===== config.mk =====
export PLATFORM = sky130hd
export DESIGN_NAME = key_debounce_sched
export DESIGN_NICKNAME = d
export VERILOG_FILES = /design/src/rtl/key_debounce_sched.sv
export SDC_FILE = /design/constraint.sdc
export NUM_CORES = 1
export LEC_CHECK = 0
export BUFFER_PORTS_ARGS = -buffer_cell sky130_fd_sc_hd__buf_2
export CAP_MARGIN = 20
export CORE_MARGIN = 3
export CORE_UTILIZATION = 28
export DETAILED_ROUTE_END_ITERATION = 16
export PLACE_DENSITY = 0.4
export RECOVER_POWER = 50
export SLEW_MARGIN = 20
export SYNTH_ARGS = -nofsm -noshare
export SYNTH_HDL_FRONTEND = slang
export SYNTH_SLANG_ARGS = --single-unit

===== constraint.sdc =====
create_clock -name sys_clk -period 5.4 [get_ports sys_clk]
set_input_delay 0 -clock sys_clk [delete_from_list [all_inputs] [get_ports sys_clk]]
set_output_delay 0 -clock sys_clk [all_outputs]
set_load 0.02 [all_outputs]

===== src/rtl/key_debounce_sched.sv =====
// Four-key debouncer with one shared counter serviced round-robin; emits one event pulse per debounced change.
// Optional macro KEY_RELEASE_FLAG_EN: when defined, releases also pulse key_flag (key_press=0).
module key_debounce_sched #(
  parameter logic [19:0] CNT_MAX = 20'd999_999
) (
  input  logic       sys_clk,
  input  logic       sys_rst_n,
  input  logic [3:0] key_in,
  output logic       key_flag,
  output logic [1:0] key_id,
  output logic       key_press,
  output logic [3:0] key_state
);

  typedef enum logic {SCAN = 1'b0, DEB = 1'b1} state_e;

  localparam logic [19:0] CNT_LAST = CNT_MAX - 20'd1;

  state_e      state_q, state_d;
  logic [3:0]  sync1_q, key_sync_q;
  logic [19:0] cnt_q, cnt_d;
  logic [1:0]  rr_ptr_q, rr_ptr_d;
  logic [1:0]  sel_q, sel_d;
  logic [3:0]  key_state_q, key_state_d;
  logic        flag_q, flag_d;
  logic [1:0]  id_q, id_d;
  logic        press_q, press_d;
  logic        hit;
  logic [1:0]  hit_idx;

  // Synchronizers reset to "released" so no event fires out of reset.
  always_ff @(posedge sys_clk or negedge sys_rst_n) begin
    if (!sys_rst_n) begin
      sync1_q    <= 4'hF;
      key_sync_q <= 4'hF;
    end else begin
      sync1_q    <= key_in;
      key_sync_q <= sync1_q;
    end
  end

  // First key (from rr_ptr upward, wrapping) whose synced level differs from its debounced level.
  always_comb begin
    hit     = 1'b0;
    hit_idx = rr_ptr_q;
    for (int k = 0; k < 4; k++) begin
      if (!hit && (key_sync_q[rr_ptr_q + 2'(k)] != key_state_q[rr_ptr_q + 2'(k)])) begin
        hit     = 1'b1;
        hit_idx = rr_ptr_q + 2'(k);
      end
    end
  end

  always_comb begin
    state_d     = state_q;
    cnt_d       = cnt_q;
    rr_ptr_d    = rr_ptr_q;
    sel_d       = sel_q;
    key_state_d = key_state_q;
    flag_d      = 1'b0;
    id_d        = id_q;
    press_d     = press_q;
    case (state_q)
      SCAN: begin
        if (hit) begin
          sel_d   = hit_idx;
          cnt_d   = '0;
          state_d = DEB;
        end
      end
      DEB: begin
        if (key_sync_q[sel_q] == key_state_q[sel_q]) begin
          rr_ptr_d = sel_q + 2'd1;
          cnt_d    = '0;
          state_d  = SCAN;
        end else if (cnt_q == CNT_LAST) begin
          key_state_d[sel_q] = ~key_state_q[sel_q];
          rr_ptr_d           = sel_q + 2'd1;
          cnt_d              = '0;
          state_d            = SCAN;
`ifdef KEY_RELEASE_FLAG_EN
          flag_d  = 1'b1;
          id_d    = sel_q;
          press_d = ~key_sync_q[sel_q];
`else
          // Releases update key_state silently; id/press keep the last press.
          if (!key_sync_q[sel_q]) begin
            flag_d  = 1'b1;
            id_d    = sel_q;
            press_d = 1'b1;
          end
`endif
        end else begin
          cnt_d = cnt_q + 20'd1;
        end
      end
      default: state_d = SCAN;
    endcase
  end

  always_ff @(posedge sys_clk or negedge sys_rst_n) begin
    if (!sys_rst_n) begin
      state_q     <= SCAN;
      cnt_q       <= '0;
      rr_ptr_q    <= '0;
      sel_q       <= '0;
      key_state_q <= 4'hF;
      flag_q      <= 1'b0;
      id_q        <= '0;
      press_q     <= 1'b0;
    end else begin
      state_q     <= state_d;
      cnt_q       <= cnt_d;
      rr_ptr_q    <= rr_ptr_d;
      sel_q       <= sel_d;
      key_state_q <= key_state_d;
      flag_q      <= flag_d;
      id_q        <= id_d;
      press_q     <= press_d;
    end
  end

  assign key_flag  = flag_q;
  assign key_id    = id_q;
  assign key_press = press_q;
  assign key_state = key_state_q;

endmodule


== Word-level counts from Yosys, hierarchy flattened ==
Cells that the tools add are included.
Storage, ports and cells
  register bits: 41
  input port bits: 6
  output and inout bits: 8
  logic and storage cells: 88
Cells by class
  $add $sub $neg: 5
  $lt $le $gt $ge: 6
  equal/unequal tests: 7
  mux-type cells: 44
  bitwise operators: 4
  reduce and logical (&&, ||, !) cells: 12
Operators by type and width (count)
  $mux 20: 3
  $pmux 20 s2: 1
  $mux 1: 22
  $add 20x1->20 const B: 1
  $bmux 1 s2: 10
  $eq 20x20->1 const B: 1
  $lt 2x3->1 const B: 5
  $mux 2: 5
  $add 2x1->2 const B: 2
  $add 2x2->2 const B: 2
  $bwmux 4: 1
  $logic_and 1x1->1: 4
  $ne 1x1->1: 4
  $not 1->1: 4
  $reduce_and 2->1: 2
  $reduce_and 4->1: 1
  $logic_not 1->1: 3
  $reduce_and 3->1: 1
  $demux 1 s2: 1
  $ge 2x1->1 const B: 1
  $ne 2x2->1 const B: 1
  $pmux 1 s2: 1
  $reduce_bool 2->1: 1
  $eq 1x1->1: 1

== Logic depth before layout (Yosys ltp) ==
Gate-level depths: netlist of run 1.
  word-level depth: 15
  mapped depth: 11

== Least setup slack after synthesis of run 1 ==
Ideal clock, no wire load.
  path kind: register -> register
  start: reg sel_q[1]
  end: reg cnt_q[14]
  data arrival time: 2.279 ns
  required time: 5.318 ns
  path slack: 3.039 ns
  cell stages (with the launch flop): 11
  clock period less this slack: 2.361 ns
  path through: dfrtp_1 mux2_2 o21ai_0 inv_1 ha_1 nor2b_1 buf_4 o21a_1 buf_2 o21ai_0 a31oi_1
On the way
  longest elaborated chain between the ends: 5
Ends and longest elaborated chain
  start: declaration: RTL line 23  | logic [1:0] sel_q, sel_d;
  start signal: assignment: RTL line 115  | sel_q <= sel_d;
  $bmux 1 s2: RTL line 72  | if (key_sync_q[sel_q] == key_state_q[sel_q]) begin
  $mux 1 (implied by the code): RTL line 72
  $eq 1x1->1 *: RTL line 72
  $mux 20 *: RTL line 72
  $pmux 20 s2 *: RTL line 63  | case (state_q)
  end signal: assignment: RTL line 113  | cnt_q <= cnt_d;
  end: declaration: RTL line 21  | logic [19:0] cnt_q, cnt_d;
Every way passes the cells marked *; elsewhere a longest branch is shown, timed or not. The select of a mux whose other input is x is not followed.
A chain may end at the register's enable or synchronous reset.

== Final worst setup path of run 1 ==
Ends and elaborated chain as after synthesis.

==> impl_metrics.csv, run 1 <==
group,metric,value,unit
global_routing,antenna_found_initial,0,
route,highest-signal-layer,"met4",
floorplanning,core,0.00777,mm^2
clock_tree,ctsResizeCount,0,
route,route.met2.wl,2280,um
placed_design,dp_hpwl,3520,um
critical_path,setup.worst_path.end,"cnt_q[14]",
critical_path,cp.required,5.62,ns
yosys,syn_area,0.00225,mm^2
critical_path,critPathMostFrequentCell,"o21ai_0",
critical_path,cpMaxStageDelayCell,"o21a_1",
critical_path,cp_cell_sequence,"mux2_2 -> o21ai_0 -> inv_1 -> ha_1 -> nor2b_1 -> o21a_1 -> o21ai_0 -> a31oi_1",
critical_path,critPathKind,"flip-flop to flip-flop",
sta,tightest_slew,2.26,ns
floorplanning,rows,32,
worst_hold_path,hp-class,"primary input to flip-flop",
final_layout,final_cell_area,0.00256,mm^2
global_routing,grt-ovfl-total,0,
sta,relSlewSlack,-0.504,
sta,fin_crit_sh,0.574,
critical_path,cp.arrival,3.32,ns
sta,hold_violations,0,
power_and_ir_drop,power-per-cell-area,371,mW/mm^2
yosys,ys_types,44,
clock_tree,cts_buffers,5,
route,remaining_drc_errors,0,
clock_tree,cts.clk_slew.worst_paths,0.09,ns
critical_path,critPathLaunch,"sel_q[1]",
yosys,synth_top_area_cell,"dfrtp_1",
floorplanning,fp.dieH,95.6,um
placed_design,place_area,0.00239,mm^2
route,first_iter_violations,42,
yosys,syn-num-nets,232,
route,wl_met3,112,um
final_layout,layout.nets,250,
critical_path,rr_worst_depth,8,
floorplanning,die_area,0.00915,mm^2
final_layout,syn2layout_area_growth,13.8,%
run,cap_viol_max_count,1,
final_layout,final_cell_count_no_fill,340,
placed_design,gp_congestion,0.742,
worst_hold_path,hold_path_depth,2,
power_and_ir_drop,cellLeakagePower,1.07,nW
sta,finClkSkew,0.00796,ns
global_routing,grt_util_all_layers,0.123,
sta,setup_viol,0,
status,violations,"max-capacitance violations, max-slew violations",
route,wl_per_cell,14.9,um
critical_path,r2r_setup_slack,2.30,ns
critical_path,end_kind,"flip-flop",
critical_path,startpoint_type,"flip-flop",
sta,min_period,3.10,ns
yosys,syn_inst,219,
yosys,synth_top_area_frac,0.323,
global_routing,grt_max_degree,42,
global_routing,grt_pass1_vias,1653,
floorplanning,dieWidth,95.6,um
floorplanning,initial_core_util,0.290,
route,viasPerCell,4.96,
clock_tree,clk-insertion-delay-late,0.30,ns
route,firstDrtPassIters,4,
yosys,synth_seq_cells,41,
critical_path,r2r-start,"sel_q[1]",
yosys,synth_flop_cell,"dfrtp_1",
route,wl,5080,um
sta,fmax,323,MHz
yosys,ys_top_cells_by_area,"dfrtp_1, dfstp_2, nand3_1, o21ai_0, mux2_2",
placed_design,dp.cells,327,
critical_path,slowest_delay,0.55,ns
clock_tree,cts_root_buffer,"clkbuf_8",
yosys,synth-async-reset-ratio,1.00,
clock_tree,cts_sinks,41,
clock_tree,h-tree-depth,2,
power_and_ir_drop,ir_worst_vdd,0.117,mV
yosys,ys_seq_area_frac,0.463,
route,ant_nets,0,
clock_tree,clk_path_buf_depth,2,
route,vias,1685,
yosys,syn_avg_cell_area,10.3,um^2
sta,slew_violations,42,
status,status,"finished, violations left",
sta,whs,0.338,ns
sta,rsz0062_at_grt,"no",
yosys,yosys_warnings,0,
global_routing,grt_first_pass_wirelength,8690,um
final_layout,n_antenna_cell,0,
clock_tree,cts_tree,"built",
route,m1WireLength,2630,um
yosys,synth_edf_count,0,
floorplanning,io_pins,14,
critical_path,r2r_end,"cnt_q[14]",
sta,tns,0,ns
critical_path,critPathMaxFanout,14,
placed_design,portBuffers,13,
final_layout,drive_gt1_frac,0.189,
[where the power goes]
part / switching, mW / internal [mW] / leakage (nW)
clock network: 0.120 / 0.149 / 0.0651
logic: 0.186 / 0.107 / 0.493
registers: 0.0477 / 0.339 / 0.517
[cells in the final DEF (no fill, tap or decap), drive strengths merged]
cell,count
nand4b,2
and4,3
nor2b,1
xor2,2
xnor2,3
a21o,3
nor3,2
dfrtp,29
o22a,1
o21a,2
nand2b,3
and3,3
clkbuf,15
nand4,7
nand3,22
a21bo,1
or3,9
nor4,7
a41oi,1
a31oi,2
buf,6
nor3b,6
dlygate4sd3,5
mux2,8
nand2,12
or2,2
mux2i,3
o211ai,1
a21oi,13
ha,7
o21ai,22
dfstp,12
mux4,1
inv,14
nor2,7
nand3b,1
[metrics by stage]
| step | util | setup WS (ns) | power (mW) |
|---|---|---|---|
| CTS | 0.331 | 2.27 | 0.965 |
| floorplan | - | 3.04 | 0.619 |
| finish | 0.330 | 2.30 | 0.949 |
| global route | 0.330 | 2.03 | 1.02 |
| detailed placement | 0.308 | 2.36 | 0.685 |
| global placement | 0.307 | 2.40 | 0.685 |
[metal layers]
| metal | vias up | track usage |
|---|---|---|
| li1 | 833 | - |
| met2 | 22 | 0.179 |
| met1 | 826 | 0.175 |
| met4 | 0 | 0.0450 |
| met3 | 4 | 0.0300 |
| met5 | - | 0 |
[worst min-delay path by stage]
| stage | startpoint | end | slack, ns |
|---|---|---|---|
| floorplan | sys_rst_n | cnt_q[0] | -0.30 |
| global placement | key_in[0] | sync1_q[0] | 0.11 |
| detailed placement | key_in[3] | sync1_q[3] | 0.11 |
| CTS | key_in[2] | sync1_q[2] | 0.32 |
| global route | key_in[1] | sync1_q[1] | 0.33 |
| finish | key_in[2] | sync1_q[2] | 0.34 |
[registers in the layout, summed over array words and instances (netlist names)]
signal and count:
cnt_q 20, key_flag 1, key_id 2, key_press 1
key_state 4, key_sync_q 4, rr_ptr_q 2, sel_q 2
state_q 1, sync1_q 4
[critical path, delay by kind of cell, from the launching register on]
family,cells,cell delay [ns]
AOI/OAI and AO/OA,4,1.20
adders and majority gates,1,0.32
buffers and inverters,1,0.13
DFF,1,0.50
muxes,1,0.36
and+or+nand+nor,1,0.50
[cells in the mapped netlist, types with 2 or more instances]
cell	instances
nand2b_1	3
o21a_1	2
buf_6	2
nand4_2	2
and4_1	3
ha_1	7
nor3b_1	6
a31oi_1	2
nor2_1	6
buf_2	2
inv_1	13
nor3_1	2
buf_4	3
o21ai_1	2
dfrtp_1	29
a21o_1	3
nand4b_1	2
nand4_1	4
nand3_1	22
nand2_1	12
o21ai_0	19
xor2_1	2
dfstp_2	12
and3_1	3
nor4_4	2
mux2i_1	3
nor4_1	4
a21oi_1	13
or3_1	9
xnor2_1	3
mux2_2	8
or2_2	2
[kinds of logic after synthesis]
family,count (synthesis),share of synthesized area
adder cells (fa/ha/maj),7,0.0389
buffers and inverters,21,0.0484
AO/OA/AOI/OAI,46,0.121
flip-flops,41,0.463
XOR/XNOR,5,0.0195
multiplexers,12,0.0634
AND/OR/NAND/NOR,87,0.246
[cell type report]
type / instances / area (um^2)
Multi-Input combinational cell: 157 / 1100
Sequential cell: 41 / 1040
Fill cell: 822 / 5210
Inverter: 13 / 48.8
Timing Repair Buffer: 19 / 116
Tap cell: 102 / 128
Clock buffer: 7 / 119
Clock inverter: 1 / 8.76
[what timing repair did]
action / 4_1_cts / 5_1_grt
setup buffers: 0 / 0
hold buffers: 5 / 0
endpoints found under the setup margin: 0 / 0
endpoints found under the hold margin: 33 / 0
Power figures use the tool's default switching activity.
==> inputs of run 2 (changes only) <==
--- a/config.mk
+++ b/config.mk
@@ -10,7 +10,7 @@
 export CORE_MARGIN = 3
 export CORE_UTILIZATION = 28
 export DETAILED_ROUTE_END_ITERATION = 16
-export PLACE_DENSITY = 0.4
+export PLACE_DENSITY = 0.41
 export RECOVER_POWER = 50
 export SLEW_MARGIN = 20
 export SYNTH_ARGS = -nofsm -noshare
==> constraint.sdc (replaced) <==
create_clock -name sys_clk -period 2.72 [get_ports sys_clk]
set_input_delay 0 -clock sys_clk [delete_from_list [all_inputs] [get_ports sys_clk]]
set_output_delay 0 -clock sys_clk [all_outputs]
set_load 0.02 [all_outputs]
==> run 2 against run 1 <==
The run now ends clean. Clock-buffer cell count down 2. Setup slack worse by 2.0 ns. Utilization up 0.097 points. Sequential share of layout area down 0.12 points. Sequential cell count unchanged. Cell area up 0.29%. Largest cell class unchanged.
==> impl_metrics.csv, run 2 (synthesized netlist as in run 1, its figures left out) <==
group,metric,value,unit
final_layout,layout.area.seq,0.00104,mm^2
critical_path,critPathMaxFanout,8,
critical_path,r2r_end,"cnt_q[3]",
floorplanning,rows,32,
floorplanning,die_area,0.00915,mm^2
worst_hold_path,holdPathEnd,"sync1_q[2]",
power_and_ir_drop,power-per-cell-area,751,mW/mm^2
final_layout,drive_gt1_frac,0.207,
power_and_ir_drop,cellLeakagePower,1.08,nW
critical_path,r2r-start,"sel_q[0]",
route,wl,5000,um
status,status,"complete, no violations",
clock_tree,ctsResizeCount,0,
final_layout,final_common_cell,"dfrtp_1",
placed_design,dp_hpwl,3460,um
floorplanning,fp.dieH,95.6,um
critical_path,critPathKind,"flip-flop to flip-flop",
clock_tree,h-tree-depth,2,
critical_path,cp.required,2.94,ns
floorplanning,core,0.00777,mm^2
critical_path,startpoint_type,"flip-flop",
route,viasPerCell,4.90,
route,vias,1680,
sta,fmax,412,MHz
sta,slew_violations,0,
final_layout,mostFrequentLayoutCells,"dfrtp_1, nand3_1, o21ai_0",
critical_path,end_kind,"flip-flop",
clock_tree,cts_sinks,41,
route,firstDrtPassIters,4,
sta,hold_violations,0,
sta,fin_crit_sh,0.893,
global_routing,grt_pass1_vias,1664,
final_layout,n_antenna_cell,0,
floorplanning,dieWidth,95.6,um
final_layout,largest_reg_flops,20,
sta,tns,0,ns
run,cap_viol_max_count,0,
sta,tightest_slew,0.914,ns
floorplanning,io_pins,14,
global_routing,antenna_found_initial,0,
clock_tree,cts_root_buffer,"clkbuf_8",
placed_design,gp_congestion,0.805,
global_routing,grt_first_pass_wirelength,8580,um
final_layout,fin_util,0.331,
worst_hold_path,hold_path_depth,2,
placed_design,portBuffers,13,
clock_tree,clk-insertion-delay-late,0.30,ns
floorplanning,initial_core_util,0.290,
final_layout,layout.nets,253,
worst_hold_path,min_from,"key_in[2]",
clock_tree,cts_tree,"built",
final_layout,fillers,822,
critical_path,critPathLaunch,"sel_q[0]",
clock_tree,cts.clk_slew.worst_paths,0.09,ns
final_layout,regMostFlops,"cnt_q",
clock_tree,cts_buffers,5,
sta,rsz0062_at_grt,"no",
worst_hold_path,hp-class,"primary input to flip-flop",
critical_path,cp.arrival,2.65,ns
power_and_ir_drop,ir_worst_vdd,0.200,mV
critical_path,r2r_setup_slack,0.29,ns
global_routing,grt_max_degree,42,
critical_path,rr_worst_depth,8,
final_layout,syn2layout_area_growth,14.2,%
sta,relSlewSlack,0.390,
sta,min_period,2.43,ns
route,remaining_drc_errors,0,
sta,setup_viol,0,
route,wl_per_cell,14.6,um
clock_tree,clk_path_buf_depth,2,
global_routing,grt-ovfl-total,0,
route,ant_nets,0,
sta,finClkSkew,0.00403,ns
final_layout,multiInputGateArea,0.00110,mm^2
clock_tree,post-cts-setup-buffer-count,0,
route,first_iter_violations,105,
global_routing,grt_util_all_layers,0.122,
## run 2: cell count changes in the layout (fill, tap and decap cells not counted), sizes merged
cell    delta
buf        +3
bufinv     +1
clkbuf     -2
clkinv     +1
## run 2: worst max path at each step
| stage | to | slack, ns | cells past startpoint |
|---|---|---|---|
| final | cnt_q[3] | 0.29 | 8 |
| after global routing | cnt_q[5] | 0.07 | 9 |
| after CTS | cnt_q[3] | 0.27 | 8 |
| after detailed placement | cnt_q[10] | 0.29 | 8 |
| after global placement | cnt_q[3] | 0.33 | 8 |
| after floorplan | cnt_q[14] | 0.36 | 10 |
## run 2: power breakdown
group	switching [mW]	internal, mW	total (mW)	leakage [nW]
clock	0.235	0.276	0.511	0.0587
sequential	0.0817	0.674	0.756	0.517
combinational	0.401	0.263	0.664	0.504
total	0.718	1.21	1.93	1.08
## run 2: stage by stage
stage	area (um^2)	setup WS (ns)	instances	hold slack [ns]	power [mW]
after CTS	2580	0.270	343	0.319	1.96
after global routing	2570	0.0694	343	0.343	2.08
after global placement	2410	0.333	330	0.105	1.43
after detailed placement	2410	0.287	330	0.107	1.42
after floorplan	2250	0.359	219	-0.296	1.23
final	2570	0.291	343	0.339	1.93
## run 2: final cells by class
cell class	count	share of cell area
multi-input combinational	157	0.429
sequential	41	0.405
tap	102	0.0497
clock buffer	5	0.0268
inverter	13	0.0190
timing repair buffer	22	0.0526
clock inverter	3	0.0175
## run 2: critical path: stages, from the launching register on
cell and delay, ns:
dfrtp_1 0.48, mux4_2 0.57, inv_1 0.09, ha_1 0.26, nor2b_1 0.16, o21a_1 0.30, buf_4 0.22, a21oi_1 0.07
o21ai_0 0.19
## run 2: per-layer routing
layer / wire length [um] / up-vias / global-route usage
li1: - / 841 / -
met1: 2580 / 812 / 0.175
met2: 2240 / 23 / 0.185
met3: 124 / 4 / 0.0237
met4: 55 / 0 / 0.0355
met5: 0 / - / 0
## run 2: repair_timing
action,CTS,global route
endpoints found under the hold margin,33,0
setup endpoints to repair,0,0
hold buffers,5,0
==> inputs of run 3 (changes only) <==
--- a/config.mk
+++ b/config.mk
@@ -8,9 +8,9 @@
 export BUFFER_PORTS_ARGS = -buffer_cell sky130_fd_sc_hd__buf_2
 export CAP_MARGIN = 20
 export CORE_MARGIN = 3
-export CORE_UTILIZATION = 28
+export CORE_UTILIZATION = 40
 export DETAILED_ROUTE_END_ITERATION = 16
-export PLACE_DENSITY = 0.41
+export PLACE_DENSITY = 0.56
 export RECOVER_POWER = 50
 export SLEW_MARGIN = 20
 export SYNTH_ARGS = -nofsm -noshare
==> run 3 against run 2 <==
The run now ends with max-capacitance violations, max-slew violations left. Die area decreased by 28%. Highest routed layer unchanged. Clock power is 5.9% lower. Critical path type unchanged. Cell area down 1.7%.
==> impl_metrics.csv, run 3 (synthesized netlist as in run 1, its figures left out) <==
group,metric,value,unit
route,first_iter_violations,82,
final_layout,drive_gt1_frac,0.198,
clock_tree,cts_tree,"built",
floorplanning,core,0.00527,mm^2
final_layout,final_common_cell,"dfrtp_1",
floorplanning,dieWidth,81.0,um
sta,relSlewSlack,-0.441,
sta,tightest_slew,2.16,ns
power_and_ir_drop,power,1.89,mW
global_routing,grt_max_degree,42,
critical_path,cp.arrival,2.63,ns
worst_hold_path,holdPathEnd,"sync1_q[1]",
worst_hold_path,hp-class,"primary input to flip-flop",
clock_tree,h-tree-depth,2,
floorplanning,io_pins,14,
critical_path,critPathMaxFanout,6,
placed_design,gp_congestion,0.807,
worst_hold_path,hold_path_depth,2,
critical_path,crit_buf_inv,2,
sta,tns,0,ns
power_and_ir_drop,ir_worst_vdd,0.333,mV
route,vias,1662,
power_and_ir_drop,cellLeakagePower,1.08,nW
critical_path,critPathKind,"flip-flop to flip-flop",
final_layout,layout.area.seq,0.00104,mm^2
placed_design,dp_hpwl,3220,um
route,remaining_drc_errors,0,
worst_hold_path,min_from,"key_in[1]",
final_layout,largest_reg_flops,20,
critical_path,cp_cell_sequence,"mux4_2 -> inv_1 -> ha_1 -> nor2b_1 -> o21a_1 -> buf_4 -> a21oi_1 -> o21ai_0",
global_routing,grt_first_pass_wirelength,7640,um
route,wl_per_cell,14.5,um
critical_path,rr_worst_depth,8,
global_routing,grt_pass1_vias,1549,
sta,hold_violations,0,
sta,fmax,412,MHz
critical_path,end_kind,"flip-flop",
clock_tree,cts_buffers,5,
clock_tree,cts_sinks,41,
route,viasPerCell,5.33,
placed_design,portBuffers,13,
critical_path,startpoint_type,"flip-flop",
sta,setup_viol,0,
final_layout,n_antenna_cell,0,
power_and_ir_drop,power-per-cell-area,750,mW/mm^2
global_routing,grt-ovfl-total,0,
clock_tree,clk-insertion-delay-late,0.29,ns
floorplanning,initial_core_util,0.427,
critical_path,r2r_end,"cnt_q[3]",
route,ant_nets,0,
final_layout,regMostFlops,"cnt_q",
final_layout,layout.nets,254,
route,wl,4540,um
clock_tree,cts.clk_slew.worst_paths,0.08,ns
critical_path,cpMaxStageDelayCell,"mux4_2",
critical_path,slowest_delay,0.54,ns
status,violations,"max-capacitance violations, max-slew violations",
clock_tree,post-cts-setup-buffer-count,0,
clock_tree,clk_path_buf_depth,2,
run,cap_viol_max_count,1,
floorplanning,rows,26,
final_layout,mostFrequentLayoutCells,"dfrtp_1, nand3_1, o21ai_0",
critical_path,critical_path.top_delay_family,"multiplexers",
critical_path,r2r_setup_slack,0.29,ns
clock_tree,cts_root_buffer,"clkbuf_8",
clock_tree,ctsResizeCount,0,
global_routing,antenna_found_initial,0,
floorplanning,fp.dieH,81.0,um
critical_path,cp.required,2.92,ns
sta,rsz0062_at_grt,"no",
final_layout,multiInputGateArea,0.00110,mm^2
status,status,"finished, violations left",
final_layout,fillers,507,
sta,slew_violations,42,
final_layout,syn2layout_area_growth,12.3,%
sta,finClkSkew,0.00420,ns
sta,min_period,2.43,ns
critical_path,r2r-start,"sel_q[0]",
sta,whs,0.348,ns
global_routing,grt_util_all_layers,0.151,
route,firstDrtPassIters,4,
sta,fin_crit_sh,0.893,
floorplanning,die_area,0.00656,mm^2
==> run 3: final cells by class <==
cell class              count  share of cell area
multi-input cells         157               0.435
clock inverters             2              0.0139
flip-flops and latches     41               0.412
inverters                  13              0.0193
repair buffers             23              0.0560
clock buffers               6              0.0287
well taps                  70              0.0347
==> run 3: repair_timing <==
| item | CTS | global route |
|---|---|---|
| endpoints found under the hold margin | 33 | 0 |
| endpoints found under the setup margin | 0 | 0 |
| hold buffers | 5 | 0 |
==> run 3: worst max-delay path by stage <==
| stage | from | endpoint | slack [ns] | cells after the start |
|---|---|---|---|---|
| 2_1_floorplan | sel_q[1] | cnt_q[14] | 0.36 | 10 |
| 3_3_place_gp | sel_q[0] | cnt_q[17] | 0.34 | 8 |
| 3_5_place_dp | sel_q[0] | cnt_q[3] | 0.29 | 8 |
| 4_1_cts | sel_q[0] | cnt_q[3] | 0.25 | 8 |
| 5_1_grt | sel_q[0] | cnt_q[3] | 0.09 | 9 |
| 6_report | sel_q[0] | cnt_q[3] | 0.29 | 8 |
==> run 3: worst register-to-register path, cell delays in order (launching register included) <==
cell and delay, ns:
dfrtp_1 0.46, mux4_2 0.55, inv_1 0.07, ha_1 0.24, nor2b_1 0.32, o21a_1 0.28, buf_4 0.17, a21oi_1 0.05
o21ai_0 0.21
==> run 3: metal layers <==
layer,share of wire,wire length (um),track usage
met1,0.53,2410,0.230
met2,0.42,1900,0.211
met3,0.041,185,0.0344
met4,0.0093,42,0.0473
met5,0,0,0
==> run 3: stage by stage <==
step,utilization,setup slack [ns],cells,cell area (um^2)
6_report,0.479,0.292,312,2530
3_3_place_gp,0.452,0.345,299,2380
2_1_floorplan,-,0.359,219,2250
3_5_place_dp,0.452,0.287,299,2380
5_1_grt,0.479,0.0926,312,2530
4_1_cts,0.481,0.254,312,2540
==> run 3: power breakdown <==
part / internal (mW) / switching [mW] / leakage, nW
Clock: 0.272 / 0.209 / 0.0552
Combinational: 0.274 / 0.386 / 0.506
Sequential: 0.674 / 0.0778 / 0.517
Total: 1.22 / 0.673 / 1.08
